## src/rtl/axi4_burst_ptgen_if.sv

```systemverilog
// AXI4 full-master bus (address, write data, write response, read) shared by the
// pattern generator and its slave/memory.
interface axi4_burst_ptgen_if #(
  parameter int DATA_WIDTH = 32,
  parameter int ADDR_WIDTH = 32
);
  logic [ADDR_WIDTH-1:0]   AWADDR;
  logic [7:0]              AWLEN;
  logic [2:0]              AWSIZE;
  logic [1:0]              AWBURST;
  logic                    AWVALID;
  logic                    AWREADY;
  logic [DATA_WIDTH-1:0]   WDATA;
  logic [DATA_WIDTH/8-1:0] WSTRB;
  logic                    WLAST;
  logic                    WVALID;
  logic                    WREADY;
  logic [1:0]              BRESP;
  logic                    BVALID;
  logic                    BREADY;
  logic [ADDR_WIDTH-1:0]   ARADDR;
  logic [7:0]              ARLEN;
  logic [2:0]              ARSIZE;
  logic [1:0]              ARBURST;
  logic                    ARVALID;
  logic                    ARREADY;
  logic [DATA_WIDTH-1:0]   RDATA;
  logic [1:0]              RRESP;
  logic                    RLAST;
  logic                    RVALID;
  logic                    RREADY;

  modport master (
    output AWADDR, AWLEN, AWSIZE, AWBURST, AWVALID, input AWREADY,
    output WDATA, WSTRB, WLAST, WVALID, input WREADY,
    input BRESP, BVALID, output BREADY,
    output ARADDR, ARLEN, ARSIZE, ARBURST, ARVALID, input ARREADY,
    input RDATA, RRESP, RLAST, RVALID, output RREADY
  );

  modport slave (
    input AWADDR, AWLEN, AWSIZE, AWBURST, AWVALID, output AWREADY,
    input WDATA, WSTRB, WLAST, WVALID, output WREADY,
    output BRESP, BVALID, input BREADY,
    input ARADDR, ARLEN, ARSIZE, ARBURST, ARVALID, output ARREADY,
    output RDATA, RRESP, RLAST, RVALID, input RREADY
  );
endinterface

```

## src/rtl/axi4_burst_ptgen.sv

```systemverilog
// AXI4 full-master pattern generator: writes NUM_BURSTS seeded INCR bursts, then
// reads them back, flagging data, response and RLAST errors.
module axi4_burst_ptgen #(
  parameter int DATA_WIDTH = 32,
  parameter int ADDR_WIDTH = 32,
  parameter int BURST_LEN  = 8,
  parameter int NUM_BURSTS = 4,
  parameter int CNT_WIDTH  = 16
) (
  input  logic                  ACLK,
  input  logic                  ARESET,
  input  logic                  INIT_AXI_TXN,
  input  logic [1:0]            MODE,
  input  logic [ADDR_WIDTH-1:0] BASE_ADDR,
  input  logic [DATA_WIDTH-1:0] SEED,
  output logic                  TXN_DONE,
  output logic                  ERROR,
  output logic                  BUSY,
  output logic [CNT_WIDTH-1:0]  ERR_COUNT,
  axi4_burst_ptgen_if.master    m_axi
);
  localparam int BW = $clog2(NUM_BURSTS) + 1;
  localparam logic [ADDR_WIDTH-1:0] BURST_BYTES = ADDR_WIDTH'(BURST_LEN * (DATA_WIDTH / 8));
  localparam logic [7:0]    LAST_BEAT  = 8'(BURST_LEN - 1);
  localparam logic [BW-1:0] LAST_BURST = BW'(NUM_BURSTS - 1);

  typedef enum logic [2:0] {IDLE, WR_ADDR, WR_DATA, WR_RESP, RD_ADDR, RD_DATA, DONE} state_t;

  state_t                state, next_state;
  logic                  init_q;
  logic                  rd_en_q;
  logic                  error_q;
  logic [CNT_WIDTH-1:0]  err_cnt_q;
  logic [ADDR_WIDTH-1:0] base_q, addr_q;
  logic [DATA_WIDTH-1:0] seed_q, data_q;
  logic [BW-1:0]         burst_cnt;
  logic [7:0]            beat_cnt;
  logic                  start, last_beat, last_burst;

  assign start      = INIT_AXI_TXN && !init_q && (state == IDLE || state == DONE);
  assign last_beat  = (beat_cnt == LAST_BEAT);
  assign last_burst = (burst_cnt == LAST_BURST);

  always_ff @(posedge ACLK) begin
    if (ARESET) state <= IDLE;
    else        state <= next_state;
  end

  always_comb begin
    next_state = state;
    case (state)
      IDLE, DONE: if (start) next_state = (MODE == 2'd2) ? RD_ADDR : WR_ADDR;
      WR_ADDR:    if (m_axi.AWREADY) next_state = WR_DATA;
      WR_DATA:    if (m_axi.WREADY && last_beat) next_state = WR_RESP;
      WR_RESP: begin
        if (m_axi.BVALID) begin
          if (!last_burst)  next_state = WR_ADDR;
          else if (rd_en_q) next_state = RD_ADDR;
          else              next_state = DONE;
        end
      end
      RD_ADDR:    if (m_axi.ARREADY) next_state = RD_DATA;
      RD_DATA:    if (m_axi.RVALID && last_beat) next_state = last_burst ? DONE : RD_ADDR;
      default:    next_state = IDLE;
    endcase
  end

  // Address and pattern are tracked incrementally; both rewind to base/seed for the read phase.
  always_ff @(posedge ACLK) begin
    if (ARESET) begin
      init_q    <= 1'b0;
      rd_en_q   <= 1'b0;
      error_q   <= 1'b0;
      err_cnt_q <= '0;
      base_q    <= '0;
      addr_q    <= '0;
      seed_q    <= '0;
      data_q    <= '0;
      burst_cnt <= '0;
      beat_cnt  <= '0;
    end else begin
      init_q <= INIT_AXI_TXN;
      case (state)
        IDLE, DONE: begin
          if (start) begin
            rd_en_q   <= (MODE != 2'd1);
            base_q    <= BASE_ADDR;
            addr_q    <= BASE_ADDR;
            seed_q    <= SEED;
            data_q    <= SEED;
            error_q   <= 1'b0;
            err_cnt_q <= '0;
            burst_cnt <= '0;
            beat_cnt  <= '0;
          end
        end
        WR_DATA: begin
          if (m_axi.WREADY) begin
            data_q   <= data_q + DATA_WIDTH'(1);
            beat_cnt <= last_beat ? 8'd0 : beat_cnt + 8'd1;
          end
        end
        WR_RESP: begin
          if (m_axi.BVALID) begin
            if (m_axi.BRESP != 2'b00) error_q <= 1'b1;
            if (!last_burst) begin
              burst_cnt <= burst_cnt + 1'b1;
              addr_q    <= addr_q + BURST_BYTES;
            end else begin
              burst_cnt <= '0;
              addr_q    <= base_q;
              data_q    <= seed_q;
            end
          end
        end
        RD_DATA: begin
          if (m_axi.RVALID) begin
            if (m_axi.RDATA != data_q) begin
              error_q <= 1'b1;
              if (err_cnt_q != '1) err_cnt_q <= err_cnt_q + 1'b1;
            end
            if (m_axi.RRESP != 2'b00 || m_axi.RLAST != last_beat) error_q <= 1'b1;
            data_q   <= data_q + DATA_WIDTH'(1);
            beat_cnt <= last_beat ? 8'd0 : beat_cnt + 8'd1;
            if (last_beat && !last_burst) begin
              burst_cnt <= burst_cnt + 1'b1;
              addr_q    <= addr_q + BURST_BYTES;
            end
          end
        end
        default: ;
      endcase
    end
  end

  assign m_axi.AWADDR  = addr_q;
  assign m_axi.AWLEN   = LAST_BEAT;
  assign m_axi.AWSIZE  = 3'($clog2(DATA_WIDTH / 8));
  assign m_axi.AWBURST = 2'b01;
  assign m_axi.AWVALID = (state == WR_ADDR);
  assign m_axi.WDATA   = data_q;
  assign m_axi.WSTRB   = '1;
  assign m_axi.WLAST   = (state == WR_DATA) && last_beat;
  assign m_axi.WVALID  = (state == WR_DATA);
  assign m_axi.BREADY  = (state == WR_RESP);
  assign m_axi.ARADDR  = addr_q;
  assign m_axi.ARLEN   = LAST_BEAT;
  assign m_axi.ARSIZE  = 3'($clog2(DATA_WIDTH / 8));
  assign m_axi.ARBURST = 2'b01;
  assign m_axi.ARVALID = (state == RD_ADDR);
  assign m_axi.RREADY  = (state == RD_DATA);

  assign TXN_DONE  = (state == DONE);
  assign BUSY      = (state != IDLE) && (state != DONE);
  assign ERROR     = error_q;
  assign ERR_COUNT = err_cnt_q;
endmodule

```

## src/flat_wrapper.sv

```systemverilog
// flat-port wrapper written by rule: the top's interface ports become plain ports
module axi4_burst_ptgen_flat 
#(
  parameter int DATA_WIDTH = 32,
  parameter int ADDR_WIDTH = 32,
  parameter int BURST_LEN  = 8,
  parameter int NUM_BURSTS = 4,
  parameter int CNT_WIDTH  = 16
)
  (ACLK, ARESET, INIT_AXI_TXN, MODE, BASE_ADDR, SEED, TXN_DONE, ERROR, BUSY, ERR_COUNT, m_axi_AWADDR, m_axi_AWLEN, m_axi_AWSIZE, m_axi_AWBURST, m_axi_AWVALID, m_axi_AWREADY, m_axi_WDATA, m_axi_WSTRB, m_axi_WLAST, m_axi_WVALID, m_axi_WREADY, m_axi_BRESP, m_axi_BVALID, m_axi_BREADY, m_axi_ARADDR, m_axi_ARLEN, m_axi_ARSIZE, m_axi_ARBURST, m_axi_ARVALID, m_axi_ARREADY, m_axi_RDATA, m_axi_RRESP, m_axi_RLAST, m_axi_RVALID, m_axi_RREADY);
  axi4_burst_ptgen_if #(.DATA_WIDTH(DATA_WIDTH), .ADDR_WIDTH(ADDR_WIDTH)) m_axi_i ();
  input  logic ACLK;
  input  logic ARESET;
  input  logic INIT_AXI_TXN;
  input  logic [1:0] MODE;
  input  logic [ADDR_WIDTH-1:0] BASE_ADDR;
  input  logic [DATA_WIDTH-1:0] SEED;
  output logic TXN_DONE;
  output logic ERROR;
  output logic BUSY;
  output logic [CNT_WIDTH-1:0] ERR_COUNT;
  output wire logic [$bits(m_axi_i.AWADDR)-1:0] m_axi_AWADDR;
  output wire logic [$bits(m_axi_i.AWLEN)-1:0] m_axi_AWLEN;
  output wire logic [$bits(m_axi_i.AWSIZE)-1:0] m_axi_AWSIZE;
  output wire logic [$bits(m_axi_i.AWBURST)-1:0] m_axi_AWBURST;
  output wire logic [$bits(m_axi_i.AWVALID)-1:0] m_axi_AWVALID;
  input wire logic [$bits(m_axi_i.AWREADY)-1:0] m_axi_AWREADY;
  output wire logic [$bits(m_axi_i.WDATA)-1:0] m_axi_WDATA;
  output wire logic [$bits(m_axi_i.WSTRB)-1:0] m_axi_WSTRB;
  output wire logic [$bits(m_axi_i.WLAST)-1:0] m_axi_WLAST;
  output wire logic [$bits(m_axi_i.WVALID)-1:0] m_axi_WVALID;
  input wire logic [$bits(m_axi_i.WREADY)-1:0] m_axi_WREADY;
  input wire logic [$bits(m_axi_i.BRESP)-1:0] m_axi_BRESP;
  input wire logic [$bits(m_axi_i.BVALID)-1:0] m_axi_BVALID;
  output wire logic [$bits(m_axi_i.BREADY)-1:0] m_axi_BREADY;
  output wire logic [$bits(m_axi_i.ARADDR)-1:0] m_axi_ARADDR;
  output wire logic [$bits(m_axi_i.ARLEN)-1:0] m_axi_ARLEN;
  output wire logic [$bits(m_axi_i.ARSIZE)-1:0] m_axi_ARSIZE;
  output wire logic [$bits(m_axi_i.ARBURST)-1:0] m_axi_ARBURST;
  output wire logic [$bits(m_axi_i.ARVALID)-1:0] m_axi_ARVALID;
  input wire logic [$bits(m_axi_i.ARREADY)-1:0] m_axi_ARREADY;
  input wire logic [$bits(m_axi_i.RDATA)-1:0] m_axi_RDATA;
  input wire logic [$bits(m_axi_i.RRESP)-1:0] m_axi_RRESP;
  input wire logic [$bits(m_axi_i.RLAST)-1:0] m_axi_RLAST;
  input wire logic [$bits(m_axi_i.RVALID)-1:0] m_axi_RVALID;
  output wire logic [$bits(m_axi_i.RREADY)-1:0] m_axi_RREADY;
  assign m_axi_AWADDR = m_axi_i.AWADDR;
  assign m_axi_AWLEN = m_axi_i.AWLEN;
  assign m_axi_AWSIZE = m_axi_i.AWSIZE;
  assign m_axi_AWBURST = m_axi_i.AWBURST;
  assign m_axi_AWVALID = m_axi_i.AWVALID;
  assign m_axi_i.AWREADY = m_axi_AWREADY;
  assign m_axi_WDATA = m_axi_i.WDATA;
  assign m_axi_WSTRB = m_axi_i.WSTRB;
  assign m_axi_WLAST = m_axi_i.WLAST;
  assign m_axi_WVALID = m_axi_i.WVALID;
  assign m_axi_i.WREADY = m_axi_WREADY;
  assign m_axi_i.BRESP = m_axi_BRESP;
  assign m_axi_i.BVALID = m_axi_BVALID;
  assign m_axi_BREADY = m_axi_i.BREADY;
  assign m_axi_ARADDR = m_axi_i.ARADDR;
  assign m_axi_ARLEN = m_axi_i.ARLEN;
  assign m_axi_ARSIZE = m_axi_i.ARSIZE;
  assign m_axi_ARBURST = m_axi_i.ARBURST;
  assign m_axi_ARVALID = m_axi_i.ARVALID;
  assign m_axi_i.ARREADY = m_axi_ARREADY;
  assign m_axi_i.RDATA = m_axi_RDATA;
  assign m_axi_i.RRESP = m_axi_RRESP;
  assign m_axi_i.RLAST = m_axi_RLAST;
  assign m_axi_i.RVALID = m_axi_RVALID;
  assign m_axi_RREADY = m_axi_i.RREADY;
  axi4_burst_ptgen #(.DATA_WIDTH(DATA_WIDTH), .ADDR_WIDTH(ADDR_WIDTH), .BURST_LEN(BURST_LEN), .NUM_BURSTS(NUM_BURSTS), .CNT_WIDTH(CNT_WIDTH)) u_core (.ACLK(ACLK), .ARESET(ARESET), .INIT_AXI_TXN(INIT_AXI_TXN), .MODE(MODE), .BASE_ADDR(BASE_ADDR), .SEED(SEED), .TXN_DONE(TXN_DONE), .ERROR(ERROR), .BUSY(BUSY), .ERR_COUNT(ERR_COUNT), .m_axi(m_axi_i));
endmodule
```

## config.mk

```make
export PLATFORM = sky130hd
export DESIGN_NAME = axi4_burst_ptgen_flat
export DESIGN_NICKNAME = d
export VERILOG_FILES = /design/src/rtl/axi4_burst_ptgen_if.sv /design/src/rtl/axi4_burst_ptgen.sv /design/src/flat_wrapper.sv
export SDC_FILE = /design/constraint.sdc
export NUM_CORES = 1
export LEC_CHECK = 0
export ABC_AREA = 1
export CORE_MARGIN = 5
export CORE_UTILIZATION = 50
export DETAILED_ROUTE_END_ITERATION = 6
export PLACE_DENSITY = 0.92
export SETUP_SLACK_MARGIN = 0.3
export SYNTH_ARGS = -nofsm -noshare
export SYNTH_HDL_FRONTEND = slang
export SYNTH_SLANG_ARGS = --single-unit
```

## constraint.sdc

```tcl
create_clock -name ACLK -period 2.5 [get_ports ACLK]
set_input_delay 0.625 -clock ACLK [delete_from_list [all_inputs] [get_ports ACLK]]
set_output_delay 0.625 -clock ACLK [all_outputs]
set_load 0.02 [all_outputs]
```

==> impl_metrics.json <==
{
  "n_fill_cell": 1572,
  "grt_pass1_wl_mm": 50.4,
  "ys_types": 46,
  "via_per_inst": 5.55,
  "synth_top_area_share_pct": 32.8,
  "rsz0062_at_grt": "true",
  "num_io_pins": 262,
  "fmax_ghz": 0.457,
  "crit_chain": "clkdlybuf4s50_1",
  "slowest_delay_ps": 670,
  "ys.flop_type": "dfxtp_1",
  "cts-htree-levels": 4,
  "clk_pin_slew_ps": 60,
  "wire_per_inst_um": 15.9,
  "tightest_slew_ps": 661,
  "p_per_area_nw_per_um2": 1080,
  "status": "finished clean",
  "ctsHoldBuffers": 0,
  "slowest_stage": "clkdlybuf4s50_1",
  "critPathArrivalTime_ps": 1560,
  "preCtsSetupSlack_ps": -106,
  "ys.warnings.count": 0,
  "num_rows": 51,
  "num_vias": 11100,
  "dp.cells": 1957,
  "drt_iter0_drc": 953,
  "path_class": "flip-flop to output pin",
  "crit_required_ps": 1880,
  "routabilityCongestion": 0.927,
  "final_cells": 1992,
  "synth_seq_cells": 161,
  "holdWs_ps": 447,
  "cts_buffers": 17,
  "wirelength_mm": 31.6,
  "relSlewSlack_pct": 55.9,
  "drc": 0,
  "clk_path_buf_depth": 2,
  "nets": 1831,
  "clock_latency_ps": 430,
  "antenna_found_initial": 1,
  "drv_cap": 0,
  "drv_slew": 0,
  "syn_to_final_growth_pct": 32.3,
  "grtUsageTotal_pct": 27.3,
  "initial_core_util_pct": 50.6,
  "first_global_vias": 10700,
  "die_height_um": 150,
  "overflow": 0,
  "fin_worst_skew_ps": 10.0,
  "min_path_type": "flip-flop to flip-flop",
  "die_w_um": 150,
  "antenna_left": 0,
  "portBuffers": 231,
  "hold_viol": 0,
  "fin_crit_ps": 2190,
  "yosysTopAreaCell": "dfxtp_1",
  "coreArea_um2": 19400,
  "async_flop_share_pct": 0,
  "cts-root-buf": "clkbuf_16",
  "synth.most_common_cell": "nand2_1",
  "setup_viol": 0,
  "die_area_um2": 22500,
  "ir_drop_mv": 0.787,
  "cts_tree": "done",
  "first_pass_iters": 7,
  "critPathBufInv": 1,
  "crit_path_max_fanout": 5,
  "power.total_mw": 14.0,
  "yosysSeqAreaShare_pct": 32.8,
  "synth_area_um2": 9810,
  "avgSynthCellArea_um2": 6.44,
  "postSynthCellCount": 1523,
  "synth_area_leaders": "dfxtp_1 33%, nand2_1 11%, nor2_1 8.0%",
  "grt_max_degree": 59,
  "regArea_um2": 3240,
  "fin_ws_ps": 311,
  "detailed_place_hpwl_mm": 22.3,
  "synthTopCellsByCount": "297 x nand2_1, 210 x nor2_1, 161 x dfxtp_1",
  "path_delay_family": "buffers and inverters",
  "power_leakage_nw": 5.70,
  "worstSetupEndpointType": "output pin",
  "drive_above_1_share_pct": 8.75,
  "critPathLaunchType": "flip-flop",
  "min_period_over_period_pct": 87.6,
  "synth_edf_count": 0,
  "multi_input_area_um2": 5470,
  "cts.sinks": 161
}
[state kept, by name, indices dropped and copies added, names as in the netlist]
register             count
u_core.ERROR             1
u_core.ERR_COUNT        16
u_core.beat_cnt          8
u_core.seed_q           32
u_core.burst_cnt         3
u_core.init_q            1
u_core.state             3
u_core.base_q           32
u_core.rd_en_q           1
u_core.m_axi.ARADDR     32
u_core.m_axi.WDATA      32
[final cells by class]
type | count | share of cell area [%]
multi-input cells | 1113 | 42.1
flip-flops and latches | 161 | 24.9
repair buffers | 275 | 21.2
inverters | 145 | 4.24
clock buffers | 23 | 3.76
well taps | 265 | 2.55
clock inverters | 9 | 1.17
diodes | 1 | 0.0193
[tightest hold or removal path, delay by kind of cell (launching register included)]
| kind | cells | cell delay, ps |
|---|---|---|
| buffers and inverters | 1 | 50 |
| DFF | 1 | 310 |
| AOI/OAI and AO/OA | 1 | 50 |
[placed cells by master (no fill, tap or decap), drive strengths merged]
cell / count
o21ai: 147
clkinv: 4
o221ai: 1
o2bb2ai: 1
a31oi: 5
bufinv: 4
ha: 7
xnor2: 29
a221oi: 3
conb: 30
nand3b: 2
a32oi: 1
o22ai: 4
nand3: 98
clkinvlp: 2
a211oi: 5
dlygate4sd2: 27
xor2: 18
inv: 144
diode: 1
a22o: 1
dfxtp: 161
or2: 8
clkbuf: 24
nand4: 12
o21bai: 1
nand2: 304
clkdlybuf4s50: 167
nor3b: 5
a21oi: 151
clkdlybuf4s15: 1
buf: 46
dlymetal6s2s: 33
nor3: 40
o211ai: 8
a22oi: 17
nor2: 213
o211a: 2
[kinds of logic after synthesis]
logic type / after synthesis / share of synthesized area (%)
fa+ha+maj: 7 / 0.893
flops: 161 / 32.8
compound gates: 347 / 19.2
simple gates: 682 / 29.5
xor+xnor: 47 / 4.20
other cells: 2 / 0.0765
buf+inv: 277 / 13.4
[what timing repair did]
item	CTS	global route
setup endpoints to repair	31	102
cloned	0	0
setup buffers	0	2
pin swaps	0	3
gates resized for setup	36	76
[worst paths after layout]
path | depth (start not counted) | slack, ps | startpoint | endpoint
setup / recovery | 1 | 310 | u_core.m_axi.ARADDR[23] | m_axi_ARADDR[23]
hold / removal | 2 | 450 | u_core.ERROR | u_core.ERROR
setup reg to reg | 11 | 420 | u_core.m_axi.WDATA[2] | u_core.m_axi.WDATA[21]
hold reg to reg | 2 | 450 | u_core.ERROR | u_core.ERROR
[metal layers]
layer	part of all wire [%]	vias up	track usage, %
met5	0	-	0
met4	3.5	0	11.7
met3	9.0	105	6.12
met2	49	621	48.1
met1	38	5050	31.8
li1	-	5284	-
[power by group]
part / switching (mW) / leakage (nW) / internal [mW] / total (mW)
registers: 0.945 / 1.33 / 3.35 / 4.29
logic: 4.13 / 4.06 / 2.74 / 6.87
clock network: 1.06 / 0.314 / 1.78 / 2.84
total: 6.14 / 5.70 / 7.87 / 14.0
[stage by stage]
| step | setup TNS [ps] | cell area [um2] | utilization [%] |
|---|---|---|---|
| finish | 0 | 13000 | 66.9 |
| detailed placement | -1330 | 12200 | 62.8 |
| global route | 0 | 13000 | 66.9 |
| floorplan | 0 | 9920 | - |
| global placement | 0 | 12200 | 62.8 |
| CTS | 0 | 12800 | 65.9 |
(Power assumes the default switching activity.)
